`src/rtl/store_buffer.sv`:
```
// Store buffer between the MEM stage and data memory: queues retired stores,
// forwards exact-cover loads, stalls partial overlaps, drains when the port is idle.
module store_buffer #(
  parameter int unsigned DEPTH      = 4,
  parameter int unsigned ADDR_WIDTH = 32,
  parameter int unsigned DATA_WIDTH = 32
) (
  input  logic                  clk,
  input  logic                  rst,
  input  logic                  st_valid,
  output logic                  st_ready,
  input  logic [ADDR_WIDTH-1:0] st_addr,
  input  logic [DATA_WIDTH-1:0] st_data,
  input  logic [2:0]            st_size,
  input  logic                  ld_valid,
  input  logic [ADDR_WIDTH-1:0] ld_addr,
  input  logic [2:0]            ld_size,
  output logic                  ld_stall,
  output logic [DATA_WIDTH-1:0] ld_data,
  input  logic                  fence_req,
  output logic                  fence_done,
  output logic [ADDR_WIDTH-1:0] mem_addr,
  output logic [DATA_WIDTH-1:0] mem_write_data,
  output logic                  mem_read,
  output logic                  mem_write,
  output logic [2:0]            mem_size,
  input  logic [DATA_WIDTH-1:0] mem_read_data
);

  localparam int unsigned PTR_W = $clog2(DEPTH);
  localparam int unsigned CNT_W = PTR_W + 1;
  localparam int unsigned EXT_W = ADDR_WIDTH + 1;

  logic [ADDR_WIDTH-1:0] ent_addr [DEPTH];
  logic [DATA_WIDTH-1:0] ent_data [DEPTH];
  logic [2:0]            ent_size [DEPTH];
  logic [DEPTH-1:0]      ent_valid;
  logic [PTR_W-1:0]      head;
  logic [PTR_W-1:0]      tail;
  logic [CNT_W-1:0]      count;

  logic                  hit;
  logic [PTR_W-1:0]      yng;
  logic [2:0]            ld_n;
  logic                  fwd;
  logic                  ld_rd;
  logic                  drain;
  logic                  push;
  logic                  st_size_ok;
  logic [DATA_WIDTH-1:0] fwd_data;

  // Access width in bytes; zero marks an encoding that touches no bytes.
  function automatic logic [2:0] size_bytes(input logic [2:0] size);
    case (size)
      3'b000, 3'b100: size_bytes = 3'd1;
      3'b001, 3'b101: size_bytes = 3'd2;
      3'b010:         size_bytes = 3'd4;
      default:        size_bytes = 3'd0;
    endcase
  endfunction

  assign ld_n       = size_bytes(ld_size);
  assign st_size_ok = (st_size == 3'b000) || (st_size == 3'b001) || (st_size == 3'b010);

  // Scan oldest to youngest so the last overlapping entry seen is the youngest.
  always_comb begin
    logic [PTR_W-1:0] idx;
    logic [EXT_W-1:0] lo_a;
    logic [EXT_W-1:0] hi_a;
    logic [EXT_W-1:0] lo_e;
    logic [EXT_W-1:0] hi_e;
    hit  = 1'b0;
    yng  = '0;
    idx  = '0;
    lo_a = {1'b0, ld_addr};
    hi_a = lo_a + EXT_W'(ld_n);
    lo_e = '0;
    hi_e = '0;
    for (int i = 0; i < DEPTH; i++) begin
      idx  = head + PTR_W'(i);
      lo_e = {1'b0, ent_addr[idx]};
      hi_e = lo_e + EXT_W'(size_bytes(ent_size[idx]));
      if (ent_valid[idx] && (lo_a < hi_e) && (lo_e < hi_a)) begin
        hit = 1'b1;
        yng = idx;
      end
    end
  end

  assign fwd   = hit && (ent_addr[yng] == ld_addr) && (size_bytes(ent_size[yng]) >= ld_n);
  assign ld_rd = ld_valid && !hit;
  assign drain = (count != '0) && !ld_rd;
  assign push  = st_valid && st_ready && st_size_ok;

  // Extract and extend the forwarded bytes according to the load type.
  always_comb begin
    fwd_data = '0;
    case (ld_size)
      3'b000:  fwd_data = {{(DATA_WIDTH-8){ent_data[yng][7]}}, ent_data[yng][7:0]};
      3'b100:  fwd_data = {{(DATA_WIDTH-8){1'b0}}, ent_data[yng][7:0]};
      3'b001:  fwd_data = {{(DATA_WIDTH-16){ent_data[yng][15]}}, ent_data[yng][15:0]};
      3'b101:  fwd_data = {{(DATA_WIDTH-16){1'b0}}, ent_data[yng][15:0]};
      3'b010:  fwd_data = ent_data[yng];
      default: fwd_data = '0;
    endcase
  end

  assign fence_done = (count == '0);

  // Port and load-result outputs; reset forces every output to its idle value.
  always_comb begin
    st_ready       = 1'b1;
    ld_stall       = 1'b0;
    ld_data        = '0;
    mem_read       = 1'b0;
    mem_write      = 1'b0;
    mem_addr       = '0;
    mem_write_data = '0;
    mem_size       = '0;
    if (!rst) begin
      st_ready = (count != CNT_W'(DEPTH)) && !(fence_req && !fence_done);
      if (ld_valid) begin
        if (ld_rd) begin
          ld_data = (ld_n != 3'd0) ? mem_read_data : '0;
        end else if (fwd) begin
          ld_data = fwd_data;
        end else begin
          ld_stall = 1'b1;
        end
      end
      if (ld_rd) begin
        mem_read = 1'b1;
        mem_addr = ld_addr;
        mem_size = ld_size;
      end else if (drain) begin
        mem_write      = 1'b1;
        mem_addr       = ent_addr[head];
        mem_write_data = ent_data[head];
        mem_size       = ent_size[head];
      end
    end
  end

  // FIFO state: push at tail, pop at head on each drain.
  always_ff @(posedge clk or posedge rst) begin
    if (rst) begin
      head      <= '0;
      tail      <= '0;
      count     <= '0;
      ent_valid <= '0;
      for (int i = 0; i < DEPTH; i++) begin
        ent_addr[i] <= '0;
        ent_data[i] <= '0;
        ent_size[i] <= '0;
      end
    end else begin
      if (push) begin
        ent_addr[tail]  <= st_addr;
        ent_data[tail]  <= st_data;
        ent_size[tail]  <= st_size;
        ent_valid[tail] <= 1'b1;
        tail            <= tail + PTR_W'(1);
      end
      if (drain) begin
        ent_valid[head] <= 1'b0;
        head            <= head + PTR_W'(1);
      end
      count <= count + CNT_W'(push) - CNT_W'(drain);
    end
  end

endmodule

```
`config.mk`:
```
export PLATFORM = sky130hd
export DESIGN_NAME = store_buffer
export DESIGN_NICKNAME = d
export VERILOG_FILES = /design/src/rtl/store_buffer.sv
export SDC_FILE = /design/constraint.sdc
export NUM_CORES = 1
export LEC_CHECK = 0
export ABC_AREA = 1
export CAP_MARGIN = 40
export CORE_AREA = 3 3 233 235
export DETAILED_ROUTE_END_ITERATION = 10
export DIE_AREA = 0 0 236 238
export DONT_BUFFER_PORTS = 1
export PLACE_DENSITY = 0.72
export SKIP_LAST_GASP = 1
export SLEW_MARGIN = 20
export SYNTH_ARGS = -nofsm -noshare
export SYNTH_HDL_FRONTEND = slang
export SYNTH_SLANG_ARGS = --single-unit
export TNS_END_PERCENT = 1
```
`constraint.sdc`:
```
create_clock -name clk -period 18 [get_ports clk]
set_clock_uncertainty 0.15 [all_clocks]
set_input_delay 3.6 -clock clk [delete_from_list [all_inputs] [get_ports clk]]
set_output_delay 3.6 -clock clk [all_outputs]
set_load 0.01 [all_outputs]
```
After elaboration in Yosys (flattened, before gate mapping). Cells that the tools add are included.

Memories kept: 0. Memory bits (writable): 0. Output and inout port bits: 104. Latch bits: 0. Memory bits (read-only): 0. Bits of input ports: 139. Register bits: 279.

Eq/ne operators: 28. Divide/modulo/power cells: 0. Reduce and logical (&&, ||, !) cells: 47. Shifts and indexed selects: 0. Bitwise logic cells: 9. $add $sub $neg: 11. Multiply operators: 0. Magnitude comparators: 23. Muxes and demuxes: 96.

Operators by type and width (number): $mux 32 (26); $bmux 32 s2 (7); $lt 32x33->1 (8); $bwmux 128 (2); $add 32x3->33 (5); $pmux 32 s5 (1); $demux 32 s2 (1); $pmux 3 s3 (6); $mux 3 (14); $eq 3x3->1 const B (12); $eq 32x32->1 (1); $bmux 3 s2 (5); $logic_not 3->1 (8); $reduce_or 2->1 (12); $eq 3x1->1 const B (7); $eq 3x2->1 const B (7); $mux 1 (20); $logic_and 1x1->1 (19); $ge 3x3->1 const B (6); $not 2->3 (6); $lt 2x3->1 const B (5); $bwmux 12 (1); $bmux 1 s2 (4); $mux 2 (4); 17 further kinds (27).

Longest topological paths before layout.
Word-level depth: 28. Gate-level depth with buffers: 75. Gate-level depth less buffers: 63.

Worst setup path before layout. No wires, ideal clock.

Path kind: input-to-output. Start point: input rst. End point: output mem_write_data[10]. Cell stages on the path: 4. Buffers on the path: 1. Slack: 2.826 ns. Data required time: 14.250 ns. Arrival: 11.424 ns. Cells stage by stage: inv_1 > nand2_1 > clkbuf_1 > a221oi_1.

Cells in the longest elaborated chain, start to end: 1.

RTL lines: start, declared (RTL line 9) `input logic rst,`; $mux 32 (RTL line 120) `if (!rst) begin`; end, declared (RTL line 23) `output logic [DATA_WIDTH-1:0] mem_write_data,`.

No other way between the ends.

Worst setup path in the final report.
Start point: input ld_size[0]. End point: output ld_data[15].

Cells in the longest elaborated chain, start to end: 23.

RTL lines: start, declared (RTL line 17) `input logic [2:0] ld_size,`; $eq 3x3->1 (tied with other cells) (RTL line 54, 98); $reduce_or 2->1 (RTL line 54) `case (size)`; $pmux 3 s3 (RTL line 54); $add 32x3->33 (RTL line 76) `hi_a = lo_a + EXT_W'(ld_n);`; $lt 32x33->1 (RTL line 83) `if (ent_valid[idx] && (lo_a < hi_e) && (lo_e < hi_a)) begin`; $logic_and 1x1->1 (RTL line 83); $mux 2 (4 in a row) (RTL line 83); $not 2->3 (implied by the code); (+4 left out); $reduce_or 2->1 (RTL line 54); $pmux 3 s3 (RTL line 54); $ge 3x3->1 (RTL line 90) `assign fwd = hit && (ent_addr[yng] == ld_addr) && (size_bytes(ent_size[yng]) >= ld_n);`; $logic_and 1x1->1 (RTL line 90); $mux 32 (RTL line 125) `end else if (fwd) begin`; $mux 32 (*) (RTL line 123) `if (ld_rd) begin`; $mux 32 (*) (RTL line 122) `if (ld_valid) begin`; $mux 32 (*) (RTL line 120); end, declared (RTL line 19) `output logic [DATA_WIDTH-1:0] ld_data,`.

Mark *: on every way between the ends. The rest lies on a longest branch, timed or not. The select of a mux whose other input is x is not followed.

==> flow_summary.toml <==
[synth]
synthArstFlopShare_pct = 100
synth_top_family_by_area = "simple AND/OR/NAND/NOR gates"
syn_inst = 4456
synth.area.top_cells = "dfrtp_1 24%, nand2_1 15%, ha_1 12%"
synth_seq_area_share_pct = 24.3
synthXorXnorAreaFrac_pct = 3.72
yosys_warnings = 0
avgSynthCellArea_um2 = 6.45
synthSimpleGateAreaFrac_pct = 26.9
yosys.area.top_type = "dfrtp_1"
synth_edf_count = 0
synth_mux_area_share_pct = 0.0348
synth_cell_type_count = 62
synth_top_area_share_pct = 24.3
synth-seq-cells = 279
synth-main-ff-cell = "dfrtp_1"
syn-num-nets = 4877
netlist_area_um2 = 28700
synthAdderAreaFrac_pct = 12.4
synth_compound_area_share_pct = 21.3
synth_most_common_cell = "nand2_1"
ys_top_cells_by_count = "1,164 x nand2_1, 556 x o21ai_0, 550 x inv_1, 302 x nor2_1, 279 x dfrtp_1"

[sta]
rsz0062_at_grt = "false"
slew_violations = 0
fin_ws_ns = 1.87
max_freq_mhz = 62.0
final-hold-violation-count = 0
setup_violations = 0
max_slew_margin_pct = 39.2
timing.final.crit_share_pct = 89.6
worst_slew_pin_slew_ns = 0.902
min_period_ns = 16.13
fin_tns_setup_ns = 0

[routing]
drtAntennaViolNets = 0
wl_per_cell_um = 21.5
firstDrtPassIters = 6
drc = 0
drt_iter0_markers = 4264
via_per_inst = 5.97
vias = 30000
routed_wl_mm = 108

[hold_path]
hold_class = "reg -> reg"
min_from = "ent_size[5]"
hold_end = "ent_size[5]"
whs_path_depth = 2

[floorplan]
io_pins = 243
die_h_um = 238
start_util_pct = 54.8
rows = 84
die_width_um = 236
dieArea_um2 = 56200
core_um2 = 52400

[layout]
syn2layout_area_growth_pct = 4.68
nNetsFinal = 4737
fin_cells = 5028
fill_cells = 5251
final_area_um2 = 30100
ff_latch_area_um2 = 6990
multi_input_area_um2 = 18500
layout-drive-gt1-share_pct = 5.21

[critical_path]
cpMaxStageDelayCell = "inv_2"
r2r_start = "head[1]"
critical_path_class = "in -> out"
rr_worst_depth = 49
worstPathRequired_ns = 14.25
crit_path_end_kind = "output pin"
start_kind = "input port"
reg2reg_setup_slack_ns = 7.51
crit_top_cell = "nor2_1"
r2r-end = "count[2]"
worst-path-max-fanout = 58
slowest_delay_ns = 0.79
arrival_ns = 12.38

[clocking]
cts_made_buffers = 31
cts_max_path_buffers = 3
htreeDepth = 1
cts_tree = "yes"
post_cts_buffers = 0
cts_hold_buffers = 0
clk_pin_slew_worst_paths_ns = 0.06
cts-resized-gates = 0
clk_latency_ns = 0.60
cts.sinks = 279
root_buffer = "clkbuf_16"

[placement]
dp.cells = 4966
place_area_um2 = 29000
place.detailed.hpwl_mm = 82.7
gp_congestion = 1.05
pre_cts_ws_ns = 2.10
io_buffers = 0

[run_status]
status = "finished, final reports clean"

[job]
maxCapViolations = 0

[global_routing]
grt_pass1_wl_mm = 162
grt_pass1_vias = 26300
grt_max_degree = 133
grt_usage_pct = 37.0
antenna_found_initial = 8
grt_overflow = 0
## layout by cell type (no fill, tap or decap), drive strengths merged, types with 25 or more instances in the layout
cell / synthesis / routed
inv: 576 / 576
nor2: 310 / 310
nand3: 209 / 209
nand2: 1167 / 1167
or2: 52 / 52
clkbuf: 117 / 43
o21a: 30 / 30
nor3: 52 / 52
dfrtp: 279 / 279
ha: 276 / 276
xor2: 105 / 105
o211ai: 25 / 25
o21ai: 699 / 699
buf: 105 / 49
nand4: 41 / 41
o22ai: 34 / 34
a221oi: 32 / 32
a21oi: 241 / 241
## how the worst max path moves through the flow
stage	start	endpoint	slack [ns]	depth (start not counted)
final	ld_size[0]	ld_data[15]	1.87	50
after global routing	head[1]	ld_data[22]	1.13	59
after CTS	ld_size[0]	ld_data[6]	2.08	48
after detailed placement	ld_size[0]	ld_data[6]	2.10	49
after global placement	ld_size[0]	ld_data[31]	2.05	43
after floorplan	rst	mem_write_data[10]	2.83	4
## critical path: cells and delay by family
family                   cells  cell delay, ns
adder cells (fa/ha/maj)      4            1.10
AO/OA/AOI/OAI                9            1.62
buffers and inverters        8            1.25
AND/OR/NAND/NOR             28            4.30
XOR/XNOR                     1            0.41
## kinds of logic after synthesis
logic type | Yosys count
flip-flops | 279
AO/OA/AOI/OAI | 1108
adder cells (fa/ha/maj) | 282
buffers and inverters | 799
multiplexers | 1
AND/OR/NAND/NOR | 1865
XOR/XNOR | 122
## flip-flops by register name, indices dropped and copies added (netlist names)
register,flops
ent_addr,128
ent_data,128
ent_size,12
ent_valid,4
count,3
head,2
tail,2
## layer usage
metal	up-vias	wire length [µm]	global-route usage, %
met1	13800	46500	55.8
met3	209	15000	9.71
met5	-	85	0
met4	12	3380	9.62
met2	1639	43100	52.2
li1	14400	-	-
## stage by stage
step | utilization, % | hold WS, ns
after detailed placement | 55.3 | 0.312
after floorplan | - | 0.286
final | 57.4 | 0.331
after CTS | 57.2 | 0.327
after global placement | 54.9 | 0.307
after global routing | 57.4 | 0.362
## final cells by class
cell class                      count  area share [%]
Antenna cell                        2          0.0166
Clock buffer                       43            2.93
Clock inverter                     12           0.316
Inverter                          577            7.24
Multi-Input combinational cell   3378            61.6
Sequential cell                   279            23.2
Tap cell                          688            2.86
Timing Repair Buffer               49            1.77
Power is left out: the tool's default activity adds up to more than one toggle a clock period on the data nets, which glitch-free logic cannot reach.
